$ cat src/rtl/mem_access_unit.sv
// mem_access_unit: memory-stage responder for load/store ops coming out of ID/EX.
// Non-memory ops are registered straight through to writeback. A load or store
// runs one req/ack transaction on the data bus while stall_o holds the upstream
// pipeline. After the bus completes, the unit spends one DONE cycle in which EX
// still presents the finished op.
//
// Ports:
//   clk, rst                 clock; asynchronous active-low reset
//   mem_valid_i, mem_rw_i    memory op request; 1 = store, 0 = load
//   mem_addr_i, mem_wdata_i  effective address and store data
//   alu_result_i             result for non-memory ops
//   reg_write_addr_i/_enable_i  destination register and its write enable
//   stall_o                  combinational hold to the upstream stages
//   bus_req_o/we_o/addr_o/wdata_o  registered bus request, held until ack
//   bus_ack_i, bus_rdata_i   one-cycle completion pulse and load data
//   wb_data_o, reg_write_addr_o, reg_write_enable_o  writeback outputs
//   mem_err_o                bus timeout flag, high only during DONE
//
// Optional feature: define MEM_TIMEOUT_EN to abort a transaction that sees
// TIMEOUT_CYCLES bus cycles without an ack. Without it, mem_err_o is tied to 0.

module mem_access_unit #(
    parameter int unsigned DATA_W         = 64,
    parameter int unsigned ADDR_W         = 64,
    parameter int unsigned TIMEOUT_CYCLES = 16
) (
    input  logic              clk,
    input  logic              rst,
    input  logic              mem_valid_i,
    input  logic              mem_rw_i,
    input  logic [ADDR_W-1:0] mem_addr_i,
    input  logic [DATA_W-1:0] mem_wdata_i,
    input  logic [DATA_W-1:0] alu_result_i,
    input  logic [4:0]        reg_write_addr_i,
    input  logic              reg_write_enable_i,
    output logic              stall_o,
    output logic              bus_req_o,
    output logic              bus_we_o,
    output logic [ADDR_W-1:0] bus_addr_o,
    output logic [DATA_W-1:0] bus_wdata_o,
    input  logic              bus_ack_i,
    input  logic [DATA_W-1:0] bus_rdata_i,
    output logic [DATA_W-1:0] wb_data_o,
    output logic [4:0]        reg_write_addr_o,
    output logic              reg_write_enable_o,
    output logic              mem_err_o
);

    // Guard against a zero timeout, which would leave no cycle in which an ack could land.
    if (TIMEOUT_CYCLES < 1) begin : g_bad_timeout
        $error("mem_access_unit: TIMEOUT_CYCLES must be at least 1");
    end

    typedef enum logic [1:0] {
        IDLE = 2'd0,
        BUS  = 2'd1,
        DONE = 2'd2
    } state_t;

    state_t            state_q, state_d;
    logic [4:0]        rd_q, rd_d;
    logic              en_q, en_d;
    logic              bus_req_d;
    logic              bus_we_d;
    logic [ADDR_W-1:0] bus_addr_d;
    logic [DATA_W-1:0] bus_wdata_d;
    logic [DATA_W-1:0] wb_data_d;
    logic [4:0]        wb_addr_d;
    logic              wb_en_d;

`ifdef MEM_TIMEOUT_EN
    localparam int unsigned CNT_W = (TIMEOUT_CYCLES > 1) ? $clog2(TIMEOUT_CYCLES) : 1;
    localparam logic [CNT_W-1:0] CNT_LAST = CNT_W'(TIMEOUT_CYCLES - 1);

    logic [CNT_W-1:0] cnt_q, cnt_d;
    logic             err_d;
`endif

    // Upstream holds during the request cycle and the whole bus wait; reset releases it at once.
    assign stall_o = rst & (((state_q == IDLE) & mem_valid_i) | (state_q == BUS));

    // State and output registers.
    always_ff @(posedge clk or negedge rst) begin
        if (!rst) begin
            state_q            <= IDLE;
            rd_q               <= '0;
            en_q               <= 1'b0;
            bus_req_o          <= 1'b0;
            bus_we_o           <= 1'b0;
            bus_addr_o         <= '0;
            bus_wdata_o        <= '0;
            wb_data_o          <= '0;
            reg_write_addr_o   <= '0;
            reg_write_enable_o <= 1'b0;
`ifdef MEM_TIMEOUT_EN
            cnt_q              <= '0;
            mem_err_o          <= 1'b0;
`endif
        end else begin
            state_q            <= state_d;
            rd_q               <= rd_d;
            en_q               <= en_d;
            bus_req_o          <= bus_req_d;
            bus_we_o           <= bus_we_d;
            bus_addr_o         <= bus_addr_d;
            bus_wdata_o        <= bus_wdata_d;
            wb_data_o          <= wb_data_d;
            reg_write_addr_o   <= wb_addr_d;
            reg_write_enable_o <= wb_en_d;
`ifdef MEM_TIMEOUT_EN
            cnt_q              <= cnt_d;
            mem_err_o          <= err_d;
`endif
        end
    end

`ifndef MEM_TIMEOUT_EN
    assign mem_err_o = 1'b0;
`endif

    // Next-state and next-output logic.
    always_comb begin
        state_d     = state_q;
        rd_d        = rd_q;
        en_d        = en_q;
        bus_req_d   = bus_req_o;
        bus_we_d    = bus_we_o;
        bus_addr_d  = bus_addr_o;
        bus_wdata_d = bus_wdata_o;
        wb_data_d   = wb_data_o;
        wb_addr_d   = reg_write_addr_o;
        wb_en_d     = reg_write_enable_o;
`ifdef MEM_TIMEOUT_EN
        cnt_d       = cnt_q;
        err_d       = 1'b0;
`endif

        unique case (state_q)
            IDLE: begin
                if (mem_valid_i) begin
                    // Bus registers double as the latched address, data and direction.
                    bus_req_d   = 1'b1;
                    bus_we_d    = mem_rw_i;
                    bus_addr_d  = mem_addr_i;
                    bus_wdata_d = mem_wdata_i;
                    rd_d        = reg_write_addr_i;
                    en_d        = reg_write_enable_i;
                    wb_en_d     = 1'b0;
                    state_d     = BUS;
`ifdef MEM_TIMEOUT_EN
                    cnt_d       = '0;
`endif
                end else begin
                    wb_data_d = alu_result_i;
                    wb_addr_d = reg_write_addr_i;
                    wb_en_d   = reg_write_enable_i;
                end
            end

            BUS: begin
                // An ack always wins over a timeout that would expire on the same cycle.
                if (bus_ack_i) begin
                    bus_req_d = 1'b0;
                    state_d   = DONE;
                    if (!bus_we_o) begin
                        wb_data_d = bus_rdata_i;
                        wb_addr_d = rd_q;
                        wb_en_d   = en_q;
                    end else begin
                        wb_en_d   = 1'b0;
                    end
                end
`ifdef MEM_TIMEOUT_EN
                else if (cnt_q == CNT_LAST) begin
                    bus_req_d = 1'b0;
                    err_d     = 1'b1;
                    wb_en_d   = 1'b0;
                    state_d   = DONE;
                end else begin
                    cnt_d = cnt_q + CNT_W'(1);
                end
`endif
            end

            DONE: begin
                // EX still shows the completed op here, so inputs are ignored.
                wb_en_d = 1'b0;
                state_d = IDLE;
            end

            default: begin
                state_d = IDLE;
            end
        endcase
    end

endmodule

$ cat config.mk
export PLATFORM = sky130hd
export DESIGN_NAME = mem_access_unit
export DESIGN_NICKNAME = d
export VERILOG_FILES = /design/src/rtl/mem_access_unit.sv
export SDC_FILE = /design/constraint.sdc
export NUM_CORES = 1
export LEC_CHECK = 0
export ABC_AREA = 1
export CORE_AREA = 2 2 183 185
export DETAILED_ROUTE_END_ITERATION = 12
export DIE_AREA = 0 0 185 187
export GPL_TIMING_DRIVEN = 1
export PLACE_DENSITY = 0.73
export SYNTH_ARGS = -nofsm -noshare
export SYNTH_HDL_FRONTEND = slang
export SYNTH_SLANG_ARGS = --single-unit
$ cat constraint.sdc
create_clock -name clk -period 1.43 [get_ports clk]
set_input_delay 0.286 -clock clk [delete_from_list [all_inputs] [get_ports clk]]
set_output_delay 0.286 -clock clk [all_outputs]
set_load 0.005 [all_outputs]
## Word-level counts from Yosys, hierarchy flattened

Index checks and enable logic that the tools add are counted.

| operators by class | value |
|---|---|
| bitwise operators | 3 |
| equal/unequal tests | 6 |
| multiplexer cells | 18 |
| reduce and logical (&&, ||, !) cells | 8 |

Operator list:

| operator | number |
|---|---|
| 2-to-1 mux 64 bit | 3 |
| case mux 64 bit (2 select lines) | 1 |
| 2-to-1 mux 5 bit | 3 |
| case mux 5 bit (2 select lines) | 1 |
| inequality test 2 bit (second input constant) | 4 |
| AND reduction 2 bit | 3 |
| 2-to-1 mux 1 bit | 5 |
| 2-to-1 mux 2 bit | 2 |
| case mux 2 bit (2 select lines) | 1 |
| AND reduction 4 bit | 1 |
| case mux 1 bit (3 select lines) | 1 |
| AND reduction 3 bit | 1 |
| nonzero test 3 bit | 1 |
| bitwise AND 1 bit | 2 |
| equality test 2 x 1 -> 1 bit (second input constant) | 1 |
| equality test 2 bit (second input constant) | 1 |
| zero test 2 bit | 1 |
| case mux 1 bit (2 select lines) | 1 |
| nonzero test 2 bit | 1 |
| OR 1 bit | 1 |

| word-level totals | value |
|---|---|
| word-level logic and storage cells | 45 |
| input port bits | 267 |
| flip-flop bits (word level) | 208 |
| output and inout bits | 202 |

## Depth between registers and ports, before layout

Gate-level depths: netlist of the first run.

| depth | value |
|---|---|
| depth after elaboration | 4 |
| mapped depth | 11 |
| mapped depth without buffers | 8 |

## Worst setup path before layout of the first run

Ideal clock, no wire load.

| timing | value |
|---|---|
| path type | reg2out |
| start point | register state_q[0] |
| end point | output port stall_o |
| data required time | 1.144 ns |
| buffers on the path | 2 |
| arrival | 1.222 ns |
| setup slack | -0.078 ns |
| cell stages (with the launch flop) | 6 |
| path through | dfrtp_1 ha_1 buf_4 inv_4 clkbuf_1 a21boi_0 |

| between the ends | value |
|---|---|
| longest elaborated chain between the ends | 4 |
| elaborated cells between the ends (all ways) | 5 |
| classes of those cells | eq/ne: 1; bitwise: 3; reduce/logical: 1 |

RTL lines:

| item | line | RTL |
|---|---|---|
| start, declared | 60 | `state_t state_q, state_d;` |
| start signal, assigned | 100 | `state_q <= state_d;` |
| zero test 2 bit | 80 | `assign stall_o = rst & (((state_q == IDLE) & mem_valid_i) \| (state_q == BUS));` |
| bitwise AND 1 bit | 80 |  |
| OR 1 bit * | 80 |  |
| bitwise AND 1 bit * | 80 |  |
| end, declared | 36 | `output logic stall_o,` |

Mark *: on every way between the ends. The rest lies on a longest branch, timed or not.

## Worst setup path after layout of the first run

| timing | value |
|---|---|
| start point | register state_q[1] |
| end point | output port stall_o |

Same word-level chain as after synthesis.

==> metrics.md, run 1 <==
| Metric | Value |
|---|---|
| WS Path Type | register to primary output |
| Compound-Gate Fraction of Synth Area | 0.002465 |
| Fmax | 549.4 MHz |
| Final hold slack | 0.2195 ns |
| Total congestion overflow | 0 |
| Via-per-instance ratio | 4.718 |
| Synth top area share | 0.5697 |
| Final hold vios | 0 |
| Clock Sinks | 208 |
| Worst slew pin tran | 0.6963 ns |
| WL met1 | 15.41 mm |
| H-Tree Depth | 1 |
| Mapped Nets | 1422 |
| Largest stage delay on the critical path | 0.41 ns |
| Post-synthesis mux area share | 0 |
| Core Region | 32860 sq um |
| # DRC | 0 |
| Mean Syn Cell Area | 7.938 sq um |
| CP max FO | 3 |
| Post-Route WL | 44.22 mm |
| Post-synthesis sequential area ratio | 0.5697 |
| Worst setup margin | -0.3902 ns |
| Clk pin slew, worst setup/hold paths | 0.07 ns |
| Met2 WL | 22.97 mm |
| Root buf cell | clkbuf_16 |
| Largest net degree at the start of global routing | 108 |
| IO Count | 469 |
| Arr. time, crit path | 1.53 ns |
| Vias in the first global route | 10191 |
| Post-synth top area cell | dfrtp_1 |
| Cell variety after synth | 20 |
| TritonCTS clock tree | done |
| GRT Total Usage | 0.2096 |
| Die Area | 34600 sq um |
| Setup violations, final | 228 |
| Top_reg_cell synth | dfrtp_1 |
| CP delay by family, top | flip-flops |
| First-pass GRT wire length | 56.86 mm |
| Unrepaired setup endpoints after global routing | yes |
| P_leak | 0.009220 uW |
| Crit. End Element | primary output |
| Simple-gate area share of the yosys netlist | 0.3765 |
| Area contributors post-synth | dfrtp_1, nand2_1, nand3_1, buf_2, clkbuf_1 |
| Chip Height | 187 um |
| Cells after synthesis | 1151 |
| Crit path buf inv count | 2 |
| Status | finished with violations |
| EDFF count, synth | 0 |
| Final Slew Violations | 0 |
| Slowest stage cell on the critical path | dfrtp_1 |
| Failing checks | setup timing |
| Most common cell in the netlist | nand2_1 |
| Worst Skew | 0.01991 ns |
| Slew Limit Headroom | 0.5358 |
| Synthesis Warnings | 0 |
| Critical Path RT | 1.14 ns |
| Detailed Route Iter0 Violations | 436 |
| Synthesis-to-layout area growth | 102.4% |
| Clock Latency Late Sink | 0.52 ns |
| Die Wd | 185 um |
| Synth Area in XOR/XNOR | 0 |
| Post-synth ARST share | 1.000 |
| 1st-pass router iterations | 5 |
| Starting Density | 0.2780 |
| DR WL/cell | 19.98 um |
| Detail Route Antenna Nets | 0 |
| CP Cell Sequence | inv_2 > ha_4 > nand2_4 > a21boi_2 > buf_2 |
| Synth top cells by count | nand2_1, dfrtp_1, nand3_1 |
| WL met3 | 3.653 mm |
| Worst ir drop on vdd | 0.001328 V |
| DP Wirelength | 23.59 mm |
| Largest family of logic cells by synthesized area | simple AND/OR/NAND/NOR gates |
| Pwr dens | 2331 nW/um^2 |
| Fin crit share | 1.273 |
| Vias | 10441 |
| Final #Nets | 2017 |
| Num CTS Buffers | 24 |
| Antenna violations before repair | 2 |
| Row cnt | 67 |
| Share of cells above drive strength 1 | 0.2989 |
| Post-Synth Adder-Cell Area | 0.005478 |
| CTS max path bufs | 3 |
| Netlist Area Pre-Place | 9136 sq um |
| Tot Pwr | 43100 uW |
| DR top layer | met4 |
| Final RePlAce weighted congestion | 0.7822 |
| CP Launch Type | register |
| Flip-flop and latch count after synthesis | 208 |
| Fin cells | 2213 |
| Final worst path period need | 1.820 ns |
| Tightest Hold Check Type | input port to asynchronous set/reset pin |
| Port buffer count | 467 |
| Placed insts | 2023 |
| MaxCap Viol Count | 0 |
-- cells by family (layout without fill, tap and decap cells) --
kind of cell | count (synthesis) | in the layout
adders and majority gates | 4 | 4
AOI/OAI and AO/OA | 4 | 4
and+or+nand+nor | 843 | 844
other | 1 | 3
buffers and inverters | 91 | 702
DFF | 208 | 208
-- sequential cells by signal (all words and copies together), names as in the netlist --
signal / cells
bus_req_o: 1
en_q: 1
rd_q: 5
bus_we_o: 1
bus_addr_o: 64
reg_write_enable_o: 1
bus_wdata_o: 64
reg_write_addr_o: 5
wb_data_o: 64
state_q: 2
-- layer usage --
metal  GRT usage  up-vias
met5           0        -
met4     0.07082        0
met3     0.05549      122
met2      0.3976      491
met1      0.2207     4992
li1            -     4836
-- report_power, final --
part / switching [uW] / leakage [uW] / internal (uW)
combinational: 12200 / 0.00624 / 13700
clock: 2550 / 0.000411 / 3830
sequential: 2050 / 0.00257 / 8770
-- stage by stage --
step	TNS (ns)	util	worst slack, ns	cell area [sq um]
after floorplan	-0.01135	-	-0.001135	9164
after global placement	-27.47	0.4413	-0.3046	14500
after detailed placement	-33.68	0.4413	-0.2999	14500
after CTS	-51.01	0.5072	-0.4018	16670
after global routing	-65.58	0.5627	-0.4413	18490
final	-54.48	0.5627	-0.3902	18490
-- layout by cell type, fill, tap and decap left out, drive strengths merged, types with 4 or more instances in the layout --
cell and count:
ha 4, buf 224, nand3 204, dfrtp 208
nand2 636, clkdlybuf4s50 264, clkbuf 63, clkdlybuf4s15 134
inv 10, clkinv 4
-- final timing paths --
| kind | startpoint | to | slack (ns) | cells after the start |
|---|---|---|---|---|
| setup / recovery | state_q[1]$_DFFE_PN0P_ | stall_o | -0.39 | 5 |
| hold / removal | rst | wb_data_o[30]$_DFFE_PN0P_ | 0.22 | 3 |
| setup reg to reg | state_q[1]$_DFFE_PN0P_ | bus_wdata_o[8]$_DFFE_PN0P_ | -0.35 | 10 |
| hold reg to reg | bus_wdata_o[28]$_DFFE_PN0P_ | bus_wdata_o[28]$_DFFE_PN0P_ | 0.47 | 2 |
| max in group asynchronous | rst | bus_addr_o[54]$_DFFE_PN0P_ | 0.37 | 4 |
| min in group clk | mem_valid_i | bus_wdata_o[30]$_DFFE_PN0P_ | 0.29 | 4 |
-- cell type report --
cell class	count	area [sq um]
Multi-Input combinational cell	853	4529
Clock inverter	6	58.81
Tap cell	448	560.5
Clock buffer	37	760.7
Inverter	9	51.30
Sequential cell	208	5206
Antenna cell	2	5.005
Fill cell	2757	14370
Timing Repair Buffer	650	7320
-- tightest hold or removal path, cell delays in order --
cell	delay (ns)
buf_8	0.08
dlygate4sd3_1	0.54
buf_4	0.17
-- what timing repair did --
action / CTS / global route
endpoints found under the setup margin: 370 / 296
endpoints found under the hold margin: 1 / 0
gates cloned: 27 / 39
hold buffers: 1 / 0
resized for setup: 673 / 289
pin swaps: 6 / 36
setup buffers: 66 / 22
Power figures use the tool's default switching activity.
==> run 2, diff against run 1 <==
SETUP_SLACK_MARGIN = 0.15   (was unset)
==> run 2 against run 1 <==
Against the previous run:
- critical path depth grew 8
- count of clock-buffer cells in the layout grew 2
- clock skew shrank 0.011 ns
- highest routed layer unchanged
- fmax shrank 2.9%
- combinational power is essentially flat
- the run still ends with setup timing left
- sequential power is essentially flat
==> metrics.md, run 2 (synthesized netlist as in run 1, its figures left out) <==
| Metric | Value |
|---|---|
| Setup violations, final | 199 (-13%) |
| GRT Total Usage | 0.2062 (-0.003482) |
| N_diodes | 0 (-2) |
| Gr busiest metal | met2 |
| Detail Route Antenna Nets | 0 (unchanged) |
| Global Route met3 Usage | 0.05588 (+0.0003894) |
| Core Region | 32860 sq um (unchanged) |
| Final RePlAce weighted congestion | 0.7802 (-0.26%) |
| Vias | 10436 (-0.048%) |
| Met1 usage | 0.2283 (+0.007643) |
| 1st-pass router iterations | 5 (unchanged) |
| P_leak | 0.009231 uW (+0.12%) |
| Failing checks | setup timing |
| Final #Nets | 2007 (-0.50%) |
| Crit. End Element | register |
| Top Registers | bus_addr_o x64, bus_wdata_o x64, wb_data_o x64 |
| Clock Latency Late Sink | 0.52 ns (about the same) |
| CP max FO | 8 (+5) |
| Worst setup margin | -0.4453 ns (-0.05506 ns) |
| Hold Path End | bus_addr_o[6]$_DFFE_PN0P_ |
| Status | finished with violations |
| Largest net degree at the start of global routing | 114 (+5.6%) |
| Root buf cell | clkbuf_16 |
| Vias in the first global route | 9985 (-2.0%) |
| Clock Sinks | 208 (unchanged) |
| Antenna violations before repair | 0 (-2) |
| CP delay by family, top | buffers and inverters |
| FF-to-FF Start | state_q[0]$_DFFE_PN0P_ |
| Synthesis-to-layout area growth | 96.67% |
| Final Slew Violations | 0 (unchanged) |
| Die Wd | 185 um (unchanged) |
| Critical Path RT | 1.83 ns (+0.69 ns) |
| Most used cell along the critical path | buf_6 |
| Tightest Hold Check Type | input port to register |
| Die Area | 34600 sq um (unchanged) |
| CP Launch Type | register |
| Finished Core Util | 0.5468 (-0.01592) |
| Final hold slack | 0.3140 ns (+0.09447 ns) |
| Port buffer count | 467 (unchanged) |
| Total congestion overflow | 0 (unchanged) |
| Row cnt | 67 (unchanged) |
| Pwr dens | 2393 nW/um^2 (+2.7%) |
| Fin crit share | 1.311 (+0.03850) |
| Chip Height | 187 um (unchanged) |
| Min-delay src | mem_addr_i[6] |
| TritonCTS clock tree | done |
| Crit path buf inv count | 7 (+5) |
| Reg2Reg Depth | 13 (+3) |
| Met2 Use GR | 0.3778 (-0.01973) |
| CTS max path bufs | 3 (unchanged) |
| Final hold vios | 0 (unchanged) |
| CP Cell Sequence | inv_2 > ha_4 > nand2_4 > buf_6 > buf_6 > nand2_4 > inv_6 > nand2_8 > buf_6 > buf_6 > buf_16 > nand2_4 > nand2_2 |
| Post-Route WL | 44.05 mm (-0.38%) |
| WS Path Type | register to register |
| Commonest non-fill, non-tap cell in the layout | nand2_1 |
| Unrepaired setup endpoints after global routing | yes |
| Share of cells above drive strength 1 | 0.3837 (+0.08477) |
| Final worst path period need | 1.875 ns (+0.05506 ns) |
| Via-per-instance ratio | 4.739 (+0.45%) |
| MaxCap Viol Count | 0 (unchanged) |
| R2R Path End | wb_data_o[21]$_DFFE_PN0P_ |
| IO Count | 469 (unchanged) |
| Hold path depth | 3 |
| Worst slew pin tran | 0.6854 ns (-0.01090 ns) |
| DP Wirelength | 22.40 mm (-5.0%) |
| Fmax | 533.3 MHz (-2.9%) |
| DR WL/cell | 20.01 um (+0.12%) |
| Tot Pwr | 42990 uW (-0.25%) |
| Arr. time, crit path | 2.28 ns (+0.75 ns) |
| Starting Density | 0.2780 (unchanged) |
| Largest stage delay on the critical path | 0.42 ns (about the same) |
| Slew Limit Headroom | 0.5431 (+0.007266) |
| Slowest stage cell on the critical path | dfrtp_1 |
| Clk pin slew, worst setup/hold paths | 0.07 ns (about the same) |
| # DRC | 0 (unchanged) |
| Worst ir drop on vdd | 0.001150 V (-13%) |
| Num CTS Buffers | 24 (unchanged) |
| Worst Skew | 0.009078 ns (-0.01084 ns) |
| Detailed Route Iter0 Violations | 452 (+3.7%) |
| First-pass GRT wire length | 55.74 mm (-2.0%) |
| Worst reg2reg setup slack | -0.45 ns (-0.10 ns) |
| Commonest cells after routing, fill and taps aside | nand2_1, clkdlybuf4s50_1, dfrtp_1, buf_2, nand3_2 |
| H-Tree Depth | 1 (unchanged) |
==> run 2: cell count changes in the layout (fill, tap and decap cells not counted), moves of 11 or more <==
cell / delta
buf_2: +125
buf_6: +14
buf_8: -11
clkdlybuf4s15_1: -118
clkdlybuf4s15_2: -16
nand2_1: +47
nand2_2: -37
nand3_1: -88
nand3_2: +89
==> run 2: layer usage <==
| metal | wire, um | up-vias |
|---|---|---|
| li1 | - | 4812 |
| met1 | 16170 | 5058 |
| met2 | 22790 | 471 |
| met3 | 3580 | 95 |
| met4 | 1513 | 0 |
| met5 | 0 | - |
==> run 2: metrics by stage <==
step                      setup TNS [ns]  setup slack [ns]  cells  area (sq um)
after floorplan                 -0.01135         -0.001135   1151          9229
after global placement            -20.94           -0.3514   2022         14470
after detailed placement          -28.42           -0.3639   2022         14470
after CTS                         -28.26           -0.4174   2149         16030
after global routing              -57.50           -0.4956   2202         17970
final                             -45.90           -0.4453   2202         17970
==> run 2: what timing repair did <==
item	in CTS	in global routing
buffers inserted	58	18
cloned	24	35
setup endpoints to repair	409	409
hold buffers	1	0
gates resized for setup	975	260
hold endpoints to repair	116	0
pin swaps	48	88
==> run 2: cell type report <==
class | instances | area (sq um)
clock buffers | 39 | 738.2
fillers | 2858 | 14890
flip-flops and latches | 208 | 5206
well taps | 448 | 560.5
inverters | 9 | 43.79
multi-input cells | 852 | 4752
clock inverters | 5 | 81.33
repair buffers | 641 | 6586
==> run 2: worst reg2reg max path, delay by kind of cell, from the launching register on <==
family / cells / cell delay, ns
adder cells (fa/ha/maj): 1 / 0.17
buffers and inverters: 7 / 0.83
flip-flops: 1 / 0.42
AND/OR/NAND/NOR: 5 / 0.33
==> run 2: worst max path at each step <==
stage                            from                         to  slack (ns)  depth (start not counted)
2_1_floorplan  state_q[0]$_DFFE_PN0P_  wb_data_o[53]$_DFFE_PN0P_      -0.001                         10
3_3_place_gp   state_q[1]$_DFFE_PN0P_                    stall_o       -0.35                          5
3_5_place_dp   state_q[1]$_DFFE_PN0P_                    stall_o       -0.36                          5
4_1_cts        state_q[1]$_DFFE_PN0P_                    stall_o       -0.42                          5
5_1_grt        state_q[1]$_DFFE_PN0P_  wb_data_o[21]$_DFFE_PN0P_       -0.50                         13
6_report       state_q[0]$_DFFE_PN0P_  wb_data_o[21]$_DFFE_PN0P_       -0.45                         13
==> run 2: where the power goes <==
part           leakage [uW]  switching (uW)  total (uW)  internal (uW)
combinational       0.00626           12800       26100          13300
clock              0.000398            2540        6420           3880
sequential          0.00257            1710       10500           8760
total               0.00923           17100       43000          25900
==> run 3, diff against run 2 <==
SETUP_SLACK_MARGIN = 0.5   (was 0.15)
==> run 3 against run 2 <==
Against the previous run:
- the flow finishes with violations (hold timing, setup timing)
- core utilization down 3.3 points
- global-route usage grew 0.74 points
- die area is the same
- sequential power about the same
- register-to-register slack better by 0.09 ns
- worst hold slack worse by 0.42 ns
- clock power rose by 5.5%
- routed wire length is 8.2% lower
- count of clock-buffer cells in the layout down 7
- via count is 3.5% lower
- first-iteration DRC count shrank 18%
- total power shrank 10%
- largest power group unchanged
- highest routed layer is now met5
==> metrics.md, run 3 (synthesized netlist as in run 1, its figures left out) <==
| Metric | Value |
|---|---|
| Detailed Route Iter0 Violations | 370 (-18%) |
| Final Slew Violations | 0 (unchanged) |
| Share of cells above drive strength 1 | 0.3071 (-0.07658) |
| Die Wd | 185 um (unchanged) |
| Setup violations, final | 209 (+5.0%) |
| Final hold slack | -0.1024 ns (-0.4164 ns) |
| WS Path Type | register to primary output |
| Final hold vios | 83 (+83) |
| DR WL/cell | 18.54 um (-7.3%) |
| Synthesis-to-layout area growth | 84.91% |
| Final #Nets | 1981 (-1.3%) |
| Vias in the first global route | 10093 (+1.1%) |
| Largest net degree at the start of global routing | 114 (unchanged) |
| Clk pin slew, worst setup/hold paths | 0.06 ns (about the same) |
| Clock Sinks | 208 (unchanged) |
| CTS max path bufs | 3 (unchanged) |
| Top Registers | bus_addr_o x64, bus_wdata_o x64, wb_data_o x64 |
| Die Area | 34600 sq um (unchanged) |
| Worst ir drop on vdd | 0.001036 V (-9.9%) |
| Slew Limit Headroom | 0.5316 (-0.01150) |
| CP Launch Type | register |
| Worst setup margin | -0.4070 ns (+0.03831 ns) |
| Chip Height | 187 um (unchanged) |
| Antenna violations before repair | 4 (+4) |
| Total congestion overflow | 0 (unchanged) |
| Fin cells | 2181 (-0.95%) |
| Fillers | 2982 (+4.3%) |
| TritonCTS clock tree | done |
| Starting Density | 0.2780 (unchanged) |
| CP max FO | 3 (-5) |
| Status | finished with violations |
| Row cnt | 67 (unchanged) |
| 1st-pass router iterations | 4 (-1) |
| Root buf cell | clkbuf_16 |
| Commonest non-fill, non-tap cell in the layout | nand2_1 |
| Port buffer count | 467 (unchanged) |
| Failing checks | hold timing, setup timing |
| DP Wirelength | 23.00 mm (+2.7%) |
| Final RePlAce weighted congestion | 0.7707 (-1.2%) |
| Commonest cells after routing, fill and taps aside | nand2_1, clkdlybuf4s50_1, dfrtp_1, buf_2, nand3_1 |
| Arr. time, crit path | 1.55 ns (-0.73 ns) |
| # DRC | 0 (unchanged) |
| FF/Latch Area | 5206 sq um (unchanged) |
| Post-Route WL | 40.43 mm (-8.2%) |
| Core Region | 32860 sq um (unchanged) |
| Tightest Hold Check Type | input port to asynchronous set/reset pin |
| Crit. End Element | primary output |
| MaxCap Viol Count | 0 (unchanged) |
| Multi-input gate area | 4149 sq um (-13%) |
| P_leak | 0.008799 uW (-4.7%) |
| Critical Path RT | 1.14 ns (-0.69 ns) |
| Fmax | 544.4 MHz (+2.1%) |
| Vias | 10069 (-3.5%) |
| Final worst path period need | 1.837 ns (-0.03831 ns) |
| H-Tree Depth | 1 (unchanged) |
| Fin crit share | 1.285 (-0.02679) |
| Via-per-instance ratio | 4.617 (-2.6%) |
| Num CTS Buffers | 25 (+4.2%) |
| Worst slew pin tran | 0.7027 ns (+0.01725 ns) |
| GRT Total Usage | 0.2136 (+0.007418) |
| Worst Skew | 0.01046 ns (+0.001385 ns) |
| Clock Latency Late Sink | 0.53 ns (about the same) |
| First-pass GRT wire length | 57.20 mm (+2.6%) |
| Detail Route Antenna Nets | 0 (unchanged) |
| Pwr dens | 2290 nW/um^2 (-4.3%) |
| Placed insts | 2022 (unchanged) |
| IO Count | 469 (unchanged) |
| Unrepaired setup endpoints after global routing | yes |
[run 3: cell count changes in the layout (fill, tap and decap cells not counted), moves of 10 or more]
cell and change:
buf_12 -13, buf_6 -18, clkbuf_16 -10, nand2_1 +77, nand2_2 -41, nand2_4 -39
nand3_1 +46, nand3_2 -42
[run 3: path summary, 6_finish.rpt]
path,from,endpoint,slack (ns),depth (start not counted)
worst max-delay path,state_q[0]$_DFFE_PN0P_,stall_o,-0.41,5
worst min-delay path,rst,wb_data_o[51]$_DFFE_PN0P_,-0.10,3
worst max register to register,state_q[0]$_DFFE_PN0P_,bus_addr_o[46]$_DFFE_PN0P_,-0.36,11
worst min register to register,wb_data_o[0]$_DFFE_PN0P_,wb_data_o[0]$_DFFE_PN0P_,0.46,2
max in group asynchronous,rst,bus_wdata_o[52]$_DFFE_PN0P_,0.94,3
min in group clk,mem_valid_i,bus_wdata_o[30]$_DFFE_PN0P_,0.29,4
[run 3: cell type report]
cell class	instances	share of cell area
clock inverters	14	0.01029
well taps	448	0.03318
repair buffers	614	0.3580
flip-flops and latches	208	0.3082
multi-input cells	852	0.2456
diodes	4	0.0005925
inverters	9	0.002592
clock buffers	32	0.04155
[run 3: where the power goes]
group          total [uW]  switching (uW)  internal, uW
Combinational       21600           10700         10900
Sequential          10300            1570          8760
Clock                6770            2710          4060
Total               38700           15000         23700
[run 3: through the flow]
stage	setup TNS [ns]	power [uW]	cell area [sq um]	utilization	worst slack, ns
after floorplan	-0.01135	17400	9243	-	-0.001135
after global placement	-18.96	26070	14440	0.4395	-0.3207
after detailed placement	-29.13	26400	14440	0.4395	-0.3556
after CTS	-37.87	36640	16100	0.4899	-0.4396
after global routing	-68.64	41220	16890	0.5140	-0.4568
final	-55.70	38690	16890	0.5141	-0.4070
[run 3: what timing repair did]
item                                   4_1_cts  5_1_grt
gates resized for setup                    934       99
setup endpoints to repair                  409      409
pin swaps                                   22       18
gates cloned                                28       15
buffers inserted                            57        9
endpoints found under the hold margin      152       41
[run 3: routing by layer]
| metal | vias to the layer above | track usage | wire length [um] |
|---|---|---|---|
| li1 | 4767 | - | - |
| met1 | 4799 | 0.2328 | 15010 |
| met2 | 422 | 0.3810 | 20530 |
| met3 | 79 | 0.06503 | 3564 |
| met4 | 2 | 0.09035 | 1308 |
| met5 | - | 0 | 13 |
[run 3: critical path, stage by stage, from the launching register on]
cell      delay [ns]
dfrtp_2         0.41
buf_6           0.12
ha_4            0.16
inv_6           0.04
a21boi_4        0.17
buf_2           0.13
